`config.mk`:
```
export PLATFORM = sky130hd
export DESIGN_NAME = hazard_unit
export DESIGN_NICKNAME = d
export VERILOG_FILES = /design/src/rtl/hazard_unit_pkg.sv /design/src/rtl/sat_counter32.sv /design/src/rtl/hazard_unit.sv
export SDC_FILE = /design/constraint.sdc
export NUM_CORES = 1
export LEC_CHECK = 0
export BUFFER_PORTS_ARGS = -buffer_cell sky130_fd_sc_hd__buf_2
export CAP_MARGIN = 20
export CORE_MARGIN = 2
export CORE_UTILIZATION = 44
export CTS_BUF_LIST = sky130_fd_sc_hd__clkbuf_2 sky130_fd_sc_hd__clkbuf_4 sky130_fd_sc_hd__clkbuf_8
export DETAILED_ROUTE_END_ITERATION = 10
export PLACE_DENSITY = 0.66
export SLEW_MARGIN = 20
export SYNTH_ARGS = -nofsm -noshare
export SYNTH_HDL_FRONTEND = slang
export SYNTH_SLANG_ARGS = --single-unit
export TNS_END_PERCENT = 5
```
`constraint.sdc`:
```
create_clock -name clk -period 4.6 [get_ports clk]
set_input_delay 0.46 -clock clk [delete_from_list [all_inputs] [get_ports clk]]
set_output_delay 0.46 -clock clk [all_outputs]
set_load 0.1 [all_outputs]
```
`src/rtl/hazard_unit_pkg.sv`:
```
// Shared encodings and helpers for the pipeline hazard unit.
// Holds forward-select codes, FSM states and the memory-wait timeout limit.
package hazard_unit_pkg;

    localparam int unsigned REG_ADDR_W = 5;
    localparam int unsigned WAIT_CNT_W = 8;
    localparam int unsigned CNT_W      = 32;

    typedef logic [REG_ADDR_W-1:0] reg_addr_t;
    typedef logic [WAIT_CNT_W-1:0] wait_cnt_t;

    localparam logic [1:0] FWD_RF = 2'b00;
    localparam logic [1:0] FWD_M  = 2'b10;
    localparam logic [1:0] FWD_W  = 2'b01;

    localparam wait_cnt_t TIMEOUT_LIMIT = 8'd255;

    typedef enum logic {
        StRun  = 1'b0,
        StWait = 1'b1
    } hz_state_e;

    // Memory stage wins over writeback because it holds the younger result.
    function automatic logic [1:0] fwd_select(
        input reg_addr_t rs,
        input reg_addr_t rd_m,
        input logic      wr_m,
        input reg_addr_t rd_w,
        input logic      wr_w
    );
        logic [1:0] sel;
        sel = FWD_RF;
        if (wr_m && (rd_m != '0) && (rd_m == rs)) begin
            sel = FWD_M;
        end else if (wr_w && (rd_w != '0) && (rd_w == rs)) begin
            sel = FWD_W;
        end
        return sel;
    endfunction

endpackage

```
`src/rtl/sat_counter32.sv`:
```
// 32-bit event counter that increments on enable and sticks at all-ones.
module sat_counter32 (
    input  logic        clk_i,
    input  logic        rst_ni,
    input  logic        en_i,
    output logic [31:0] count_o
);

    logic [31:0] count_q;
    logic [31:0] count_d;

    always_comb begin
        count_d = count_q;
        if (en_i && (count_q != 32'hFFFF_FFFF)) begin
            count_d = count_q + 32'd1;
        end
    end

    always_ff @(posedge clk_i or negedge rst_ni) begin
        if (!rst_ni) begin
            count_q <= '0;
        end else begin
            count_q <= count_d;
        end
    end

    assign count_o = count_q;

endmodule

```
`src/rtl/hazard_unit.sv`:
```
// Pipeline hazard unit: load-use stalls, redirect flushes, operand forwarding and
// data-memory wait handling with a sticky timeout flag and performance counters.
module hazard_unit
    import hazard_unit_pkg::*;
(
    input  logic        clk,
    input  logic        reset,
    input  logic [4:0]  Rs1D,
    input  logic [4:0]  Rs2D,
    input  logic [4:0]  RdD,
    input  logic        ResultSrcE0,
    input  logic        PCSrcE,
    input  logic        RegWriteM,
    input  logic        RegWriteW,
    input  logic        DMemReadyM,
    output logic        StallF,
    output logic        StallD,
    output logic        StallE,
    output logic        StallM,
    output logic        FlushD,
    output logic        Flush_E,
    output logic        FlushW,
    output logic [1:0]  ForwardAE,
    output logic [1:0]  ForwardBE,
    output logic [31:0] StallCount,
    output logic [31:0] FlushCount,
    output logic        MemTimeout
);

    reg_addr_t rs1_e_q, rs1_e_d;
    reg_addr_t rs2_e_q, rs2_e_d;
    reg_addr_t rd_e_q,  rd_e_d;
    reg_addr_t rd_m_q,  rd_m_d;
    reg_addr_t rd_w_q,  rd_w_d;

    hz_state_e state_q, state_d;
    wait_cnt_t wait_cnt_q, wait_cnt_d;
    logic      timeout_q, timeout_d;

    logic lw_stall;
    logic mem_wait;
    logic flush_any;

    always_comb begin
        lw_stall = ResultSrcE0 && (rd_e_q != '0) && ((rd_e_q == Rs1D) || (rd_e_q == Rs2D));
        mem_wait = !DMemReadyM;
    end

    // A memory wait freezes the whole front end; redirects and load-use are
    // deferred until the access completes so nothing is lost.
    always_comb begin
        StallF  = 1'b0;
        StallD  = 1'b0;
        StallE  = 1'b0;
        StallM  = 1'b0;
        FlushD  = 1'b0;
        Flush_E = 1'b0;
        FlushW  = 1'b0;
        if (mem_wait) begin
            StallF = 1'b1;
            StallD = 1'b1;
            StallE = 1'b1;
            StallM = 1'b1;
            FlushW = 1'b1;
        end else begin
            StallF  = lw_stall;
            StallD  = lw_stall;
            FlushD  = PCSrcE;
            Flush_E = lw_stall | PCSrcE;
        end
    end

    always_comb begin
        ForwardAE = fwd_select(rs1_e_q, rd_m_q, RegWriteM, rd_w_q, RegWriteW);
        ForwardBE = fwd_select(rs2_e_q, rd_m_q, RegWriteM, rd_w_q, RegWriteW);
    end

    always_comb begin
        rs1_e_d = rs1_e_q;
        rs2_e_d = rs2_e_q;
        rd_e_d  = rd_e_q;
        rd_m_d  = rd_m_q;
        rd_w_d  = FlushW ? '0 : rd_m_q;
        if (Flush_E) begin
            rs1_e_d = '0;
            rs2_e_d = '0;
            rd_e_d  = '0;
        end else if (!StallE) begin
            rs1_e_d = Rs1D;
            rs2_e_d = Rs2D;
            rd_e_d  = RdD;
        end
        if (!StallM) begin
            rd_m_d = rd_e_q;
        end
    end

    always_ff @(posedge clk or negedge reset) begin
        if (!reset) begin
            rs1_e_q <= '0;
            rs2_e_q <= '0;
            rd_e_q  <= '0;
            rd_m_q  <= '0;
            rd_w_q  <= '0;
        end else begin
            rs1_e_q <= rs1_e_d;
            rs2_e_q <= rs2_e_d;
            rd_e_q  <= rd_e_d;
            rd_m_q  <= rd_m_d;
            rd_w_q  <= rd_w_d;
        end
    end

    always_comb begin
        state_d    = state_q;
        wait_cnt_d = '0;
        timeout_d  = timeout_q;
        unique case (state_q)
            StRun: begin
                if (mem_wait) begin
                    state_d = StWait;
                end
            end
            StWait: begin
                if (DMemReadyM) begin
                    state_d = StRun;
                end else if (wait_cnt_q != TIMEOUT_LIMIT) begin
                    wait_cnt_d = wait_cnt_q + 8'd1;
                end else begin
                    wait_cnt_d = wait_cnt_q;
                end
            end
            default: begin
                state_d = StRun;
            end
        endcase
        if (wait_cnt_d == TIMEOUT_LIMIT) begin
            timeout_d = 1'b1;
        end
    end

    always_ff @(posedge clk or negedge reset) begin
        if (!reset) begin
            state_q    <= StRun;
            wait_cnt_q <= '0;
            timeout_q  <= 1'b0;
        end else begin
            state_q    <= state_d;
            wait_cnt_q <= wait_cnt_d;
            timeout_q  <= timeout_d;
        end
    end

    assign MemTimeout = timeout_q;
    assign flush_any  = FlushD | Flush_E;

    sat_counter32 u_stall_cnt (
        .clk_i   (clk),
        .rst_ni  (reset),
        .en_i    (StallF),
        .count_o (StallCount)
    );

    sat_counter32 u_flush_cnt (
        .clk_i   (clk),
        .rst_ni  (reset),
        .en_i    (flush_any),
        .count_o (FlushCount)
    );

endmodule

```
==> reports/metrics.cfg, run 1 <==
[status]
status=finished clean

[global_route]
grt_use_total_pct=19.1
grt_pass1_vias=3601
grt-busiest-layer=met2
grt_pass1_wl_um=17700
antenna_found_initial=0
grt.met3_usage_pct=5.93
grt_max_degree=64
grt_util_met2_pct=30.3
use_met1_pct=25.0
overflow=0

[worst_setup_path]
crit_path_end_kind=output pin
r2r-end=rs2_e_q[1]$_DFFE_PN0P_
critPathLaunch=rd_e_q[1]$_DFFE_PN0P_
cp_data_required_time_ns=4.14
cp_max_fo=33
reg2reg_from=rd_e_q[1]$_DFFE_PN0P_
rr_worst_depth=7
arrival_ns=2.52
crit_type=reg2out
rrSetupSlack_ns=1.98
cp-start-kind=register

[die]
start_util_pct=45.1
die_y_um=109
io_pins=98
die_x_um=109
die_area_um2=12000
core_um2=10800
rows=38

[pwr]
internal_power_mw=1.31
p_seq_share_pct=46.1
swShare_pct=42.0
pwr_density_cell_nw_per_um2=401
ir_worst_vdd_v=0.000559
total_power_mw=2.26
clkPwrFrac_pct=22.0
power_frac_comb_pct=31.9
switchingPower_mw=0.951
p_leak_nw=2.82

[clock_network]
post_cts_resized=0
clk_pin_slew_ns=0.08
clockBufferDepth=2
ctsHoldBuffers=0
cts_buffers=9
ctsHtreeMaxLevel=3
cts_tree=yes
cts_root_buf=clkbuf_8
postCtsSetupBuffers=0
clock_sinks=99
clk_latency_ns=0.37

[cells_and_area]
final_area_um2=5650
layout.nets=572
antenna_cells=0
mostFrequentLayoutCells=dfrtp_1, buf_2, xnor2_1
drive_above_1_share_pct=23.3
final_common_cell=dfrtp_1
area_growth_pct=15.7

[logic_synthesis]
synth-seq-area-share_pct=50.7
synth_edf_count=0
yosysWarnings=0
syn_inst=454
synthArstFlopShare_pct=100
avgSynthCellArea_um2=10.8
post_synth_num_cell_types=46
syn_area_um2=4880
ys_seq_elements=99
synth_fp_nets=479
yosysTopAreaCell=dfrtp_1
synth_top_area_share_pct=50.7
synth_area_leaders=dfrtp_1, xnor2_1, xor2_1
ys.flop_type=dfrtp_1

[detailed_routing]
drc=0
drt_first_iter_violations=166
wire_per_inst_um=15.9
routed_wl_um=11000
num_vias=3768
viasPerCell=5.47
firstDrtPassIters=4
final_antenna_net_count=0

[placed_design]
gp_congestion=0.812
io_buffers=97
place_area_um2=5490
hpwl_um=7900

[timing]
worst_pin_slew_ns=0.804
fin_crit_sh_pct=64.8
period_minus_slack_ns=2.98
finClkSkew_ns=0.00590
setup_violations=0
drv_slew=0
rsz0062_at_grt=no
fmax_mhz=336
tns_ns=0
hold_violations=0
slew_headroom_pct=46.0

[worst_hold_path]
hold_path_class=in2async

[job]
drv_cap=0

==> power by group through the flow <==
stage          clock, mW  combinational, mW  sequential [mW]
3_3_place_gp           0              0.721             1.06
6_report           0.498              0.723             1.04
3_5_place_dp           0              0.728             1.06
2_1_floorplan          0              0.222             1.42
4_1_cts            0.519              0.729             1.04
5_1_grt            0.551              0.758             1.06
==> Yosys cell counts (2+ instances only) <==
cell,instances
dfrtp_1,99
xnor2_1,50
xor2_1,44
nand3_1,32
nand2_1,29
nand4_1,27
nor3_1,21
nor2_1,20
a22o_1,15
and3_1,14
nor4_1,13
and2_1,12
clkbuf_1,7
mux2_2,7
buf_2,5
buf_4,5
inv_1,5
nor3b_1,5
nor4b_1,5
or4_1,5
o21ai_0,4
and4_1,3
ha_1,3
a21o_1,2
==> metal layers <==
layer,share of wire [%],vias to the layer above,wire length [um]
li1,-,1799,-
met1,45,1878,4960
met2,48,80,5220
met3,6.3,11,687
met4,0.88,0,97
met5,0,-,0
==> state kept, by name (all words and copies together), names as in the netlist <==
name and cells:
MemTimeout 1, rd_e_q 5, rd_m_q 5, rd_w_q 5, rs1_e_q 5, rs2_e_q 5, state_q 1, u_flush_cnt.count_o 32
u_stall_cnt.count_o 32, wait_cnt_q 8
==> area by class of cell <==
class / instances / area, um2
clock buffer: 13 / 160
tap: 140 / 175
sequential: 99 / 2480
multi-input combinational: 331 / 2300
fill: 996 / 5190
inverter: 6 / 22.5
timing repair buffer: 100 / 510
==> how the worst max path moves through the flow <==
stage | to | slack (ns) | depth (start not counted)
after detailed placement | Flush_E | 1.90 | 5
after global placement | Flush_E | 1.91 | 5
after CTS | Flush_E | 1.59 | 7
final | Flush_E | 1.62 | 7
after floorplan | ForwardAE[0] | -0.27 | 4
after global routing | Flush_E | 1.50 | 7
==> worst max-delay path: stages, from the launching register on <==
cell and delay, ns:
dfrtp_1 0.45, or4_1 0.55, o21ai_1 0.22, inv_1 0.10, a21oi_2 0.14, buf_4 0.33
nor2_1 0.06, buf_2 0.30
==> logic make-up after synthesis <==
logic type | Yosys count | share of synthesized area, %
AOI/OAI and AO/OA | 31 | 4.94
buffers and inverters | 24 | 2.36
DFF | 99 | 50.7
xor gates and xnor gates | 94 | 16.9
adders and majority gates | 3 | 0.769
and+or+nand+nor | 195 | 22.5
muxes | 8 | 1.82
==> per-stage QoR <==
stage	hold WS, ns	util [%]	setup slack, ns	cells
after floorplan	0.164	-	-0.271	454
after global placement	0.448	50.6	1.91	676
after detailed placement	0.455	50.6	1.90	676
after CTS	0.199	52.1	1.59	689
after global routing	0.235	52.1	1.50	689
final	0.175	52.1	1.62	689
Power figures use the tool's default switching activity.
==> run 2, diff against run 1 <==
ABC_AREA = 1   (was unset)
PLACE_DENSITY = 0.67   (was 0.66)
clock period = 2.5 ns   (was 4.6 ns; I/O delays follow)
==> run 2 against run 1 <==
Compared with the run above:
- synthesized cell count up 100%
- core utilization rose by 0.30 points
- hold slack worse by 0.071 ns
- clock power increased by 140%
- cell count grew 74%
- register-to-register slack worse by 1.7 ns
- setup slack got worse by 1.4 ns
- first-iteration DRC count is 120% higher
- power is 91% higher
- largest power group unchanged
==> reports/metrics.cfg, run 2 <==
[global_route]
antenna_found_initial=0  ; unchanged
grt_pass1_wl_um=27400  ; +55%
overflow=0  ; unchanged
grt_use_total_pct=23.0  ; +3.9 points
grt_pass1_vias=5626  ; +56%
grt_max_degree=48  ; -25%

[logic_synthesis]
synth_edf_count=0  ; unchanged
synthArstFlopShare_pct=100  ; unchanged
synth_area_leaders=dfrtp_1, nand2_1, nand3_1
synth_common_cells=nand2_1, dfrtp_1, nand3_1
synth_compound_area_share_pct=2.39  ; -2.6 points
synth_fp_nets=942  ; +97%
yosys.area_share.simple_pct=42.8  ; +20 points
synth_top_family_by_area=simple AND/OR/NAND/NOR gates
synth-adder-area-share_pct=0.598  ; -0.17 points
synth-xor-area-share_pct=7.95  ; -8.9 points
yosysTopAreaCell=dfrtp_1
yosysWarnings=0  ; unchanged
synth_top_area_share_pct=39.4  ; -11 points
ys_seq_elements=99  ; unchanged
ys.flop_type=dfrtp_1
avgSynthCellArea_um2=6.85  ; -36%
synth.area.mux_share_pct=0  ; -1.8 points
post_synth_num_cell_types=31  ; -33%
syn_area_um2=6280  ; +29%
synth-seq-area-share_pct=39.4  ; -11 points
yosysMostFrequentCell=nand2_1
syn_inst=917  ; +100%

[die]
die_area_um2=15200  ; +27%
rows=43  ; +13%
core_um2=13900  ; +29%
start_util_pct=45.1  ; about the same
die_x_um=123  ; +13%
die_y_um=123  ; +13%
io_pins=98  ; unchanged

[cells_and_area]
antenna_cells=0  ; unchanged
layout.nets=1038  ; +81%
final_common_cell=nand2_1
mostFrequentLayoutCells=nand2_1, dfrtp_1, nand3_1
area_growth_pct=16.3
instances_no_fill=1198  ; +74%
nFillCells=1390  ; +40%
drive_above_1_share_pct=14.0  ; -9.3 points

[placed_design]
gp_congestion=0.929  ; +14%
io_buffers=97  ; unchanged
placedCellCount=1181  ; +75%
place_ws_ns=0.307  ; -1.59 ns
hpwl_um=12200  ; +54%

[worst_hold_path]
min_from=RdD[1]
hold_path_class=in2reg
min_path_cells=3
hold_end=rd_e_q[1]$_DFFE_PN0P_

[pwr]
swShare_pct=39.7  ; -2.3 points
power_frac_comb_pct=28.1  ; -3.8 points
p_seq_share_pct=43.8  ; -2.3 points
clkPwrFrac_pct=28.2  ; +6.2 points
pwr_density_cell_nw_per_um2=591  ; +47%
total_power_mw=4.31  ; +91%
internal_power_mw=2.60  ; +98%
ir_worst_vdd_v=0.000839  ; +50%
switchingPower_mw=1.71  ; +80%
p_leak_nw=3.87  ; +37%

[detailed_routing]
final_antenna_net_count=0  ; unchanged
wire_per_inst_um=13.8  ; -13%
drt_first_iter_violations=372  ; +120%
viasPerCell=5.02  ; -8.1%
routed_wl_um=16500  ; +51%
num_vias=6018  ; +60%
drc=0  ; unchanged
firstDrtPassIters=4  ; unchanged

[clock_network]
ctsHtreeMaxLevel=3  ; unchanged
cts_root_buf=clkbuf_8
cts_buffers=9  ; unchanged
clk_pin_slew_ns=0.10  ; +0.02 ns
clock_sinks=99  ; unchanged
clk_latency_ns=0.39  ; +0.02 ns
clockBufferDepth=2  ; unchanged
cts_tree=yes

[worst_setup_path]
r2r-end=u_flush_cnt.count_o[17]$_DFFE_PN0P_
critPathSlowestCell=dfrtp_1
arrival_ns=2.00  ; -0.52 ns
rrSetupSlack_ns=0.28  ; -1.70 ns
cp_data_required_time_ns=2.25  ; -1.89 ns
crit_path_end_kind=output pin
crit_type=reg2out
cp_max_fo=9  ; -73%
critPathMaxStageDelay_ns=0.44  ; -0.11 ns
crit_top_cell=nand2_1
path_cells=inv_1, nand2_1, nand2_1, nor2_1, nand3_1, nand2_1, nand3_1, nand2_1, buf_12
cp-start-kind=register
rr_worst_depth=10  ; +3
reg2reg_from=u_flush_cnt.count_o[0]$_DFFE_PN0P_

[timing]
rsz0062_at_grt=no
fmax_mhz=445
drv_slew=0  ; unchanged
finClkSkew_ns=0.0137  ; +0.00781 ns
tns_ns=0  ; unchanged
worst_pin_slew_ns=0.488  ; -0.315 ns
period_minus_slack_ns=2.25
fin_crit_sh_pct=89.9
slew_headroom_pct=67.4  ; +21 points
timing.final.ws_setup_ns=0.252  ; -1.37 ns
hold_violations=0  ; unchanged
setup_violations=0  ; unchanged

[status]
status=finished clean

[job]
drv_cap=0  ; unchanged

==> run 2: cell types whose count changed in the layout (fill, tap and decap cells not counted), moves of 18 or more <==
| cell | previous run | this run |
|---|---|---|
| inv_1 | 5 | 71 |
| nand2_1 | 29 | 374 |
| nand3_1 | 32 | 96 |
| nand3b_1 | 1 | 19 |
| nand4_1 | 27 | 9 |
| nor2_1 | 20 | 90 |
| xnor2_1 | 50 | 22 |
==> run 2: repair_timing <==
item / 4_1_cts / 5_1_grt
buffers inserted: 0 / 0
hold endpoints to repair: 26 / 0
hold buffers: 1 / 0
setup endpoints to repair: 0 / 1
resized for setup: 0 / 1
==> run 2: per-layer routing <==
layer  track usage [%]  vias up  share of wire, %
li1                  -     3087                 -
met1              31.8     2750                48
met2              36.4      154                46
met3              4.57       27               4.9
met4              6.96        0               1.7
met5                 0        -                 0
==> run 2: power groups by stage <==
stage | clock network, mW | logic (mW) | registers (mW)
after floorplan | 0 | 0.488 | 2.36
after global placement | 0 | 1.21 | 1.92
after detailed placement | 0 | 1.22 | 1.91
after CTS | 1.24 | 1.22 | 1.88
after global routing | 1.31 | 1.31 | 1.91
final | 1.21 | 1.21 | 1.89
==> run 2: cells by family (layout without fill, tap and decap cells) <==
logic type / Yosys count / count (layout)
AO/OA/AOI/OAI: 28 / 28
flip-flops: 99 / 99
buffers and inverters: 100 / 201
XOR/XNOR: 57 / 57
AND/OR/NAND/NOR: 630 / 630
adder cells (fa/ha/maj): 3 / 3
==> run 2: final cells by class <==
cell class	count	area, um2	share of cell area [%]
clock inverter	4	73.8	1.01
inverter	72	270	3.70
timing repair buffer	113	681	9.32
sequential	99	2480	33.9
clock buffer	12	153	2.09
tap	180	225	3.08
multi-input combinational	718	3420	46.9
==> run 2: how the worst max path moves through the flow <==
stage | to | depth (start not counted) | slack, ns | start
after CTS | ForwardBE[0] | 6 | 0.07 | rd_m_q[4]$_DFFE_PN0P_
after floorplan | u_flush_cnt.count_o[6]$_DFFE_PN0P_ | 10 | -0.14 | u_flush_cnt.count_o[0]$_DFFE_PN0P_
final | Flush_E | 9 | 0.25 | rd_e_q[4]$_DFFE_PN0P_
after global placement | u_flush_cnt.count_o[24]$_DFFE_PN0P_ | 10 | 0.40 | u_flush_cnt.count_o[1]$_DFFE_PN0P_
after detailed placement | u_flush_cnt.count_o[17]$_DFFE_PN0P_ | 10 | 0.31 | u_flush_cnt.count_o[0]$_DFFE_PN0P_
after global routing | u_flush_cnt.count_o[6]$_DFFE_PN0P_ | 10 | 0.04 | u_flush_cnt.count_o[0]$_DFFE_PN0P_
==> run 2: critical path, delay by kind of cell, from the launching register on <==
family	cells	cell delay, ns
simple gates	7	0.82
flops	1	0.44
buf+inv	2	0.34
==> run 2: per-stage QoR <==
stage / area [um2] / utilization (%) / hold WS [ns]
global route: 7300 / 52.4 / 0.112
CTS: 7300 / 52.4 / 0.0927
global placement: 7070 / 50.7 / 0.207
floorplan: 6330 / - / -0.0456
detailed placement: 7070 / 50.7 / 0.210
finish: 7300 / 52.4 / 0.104
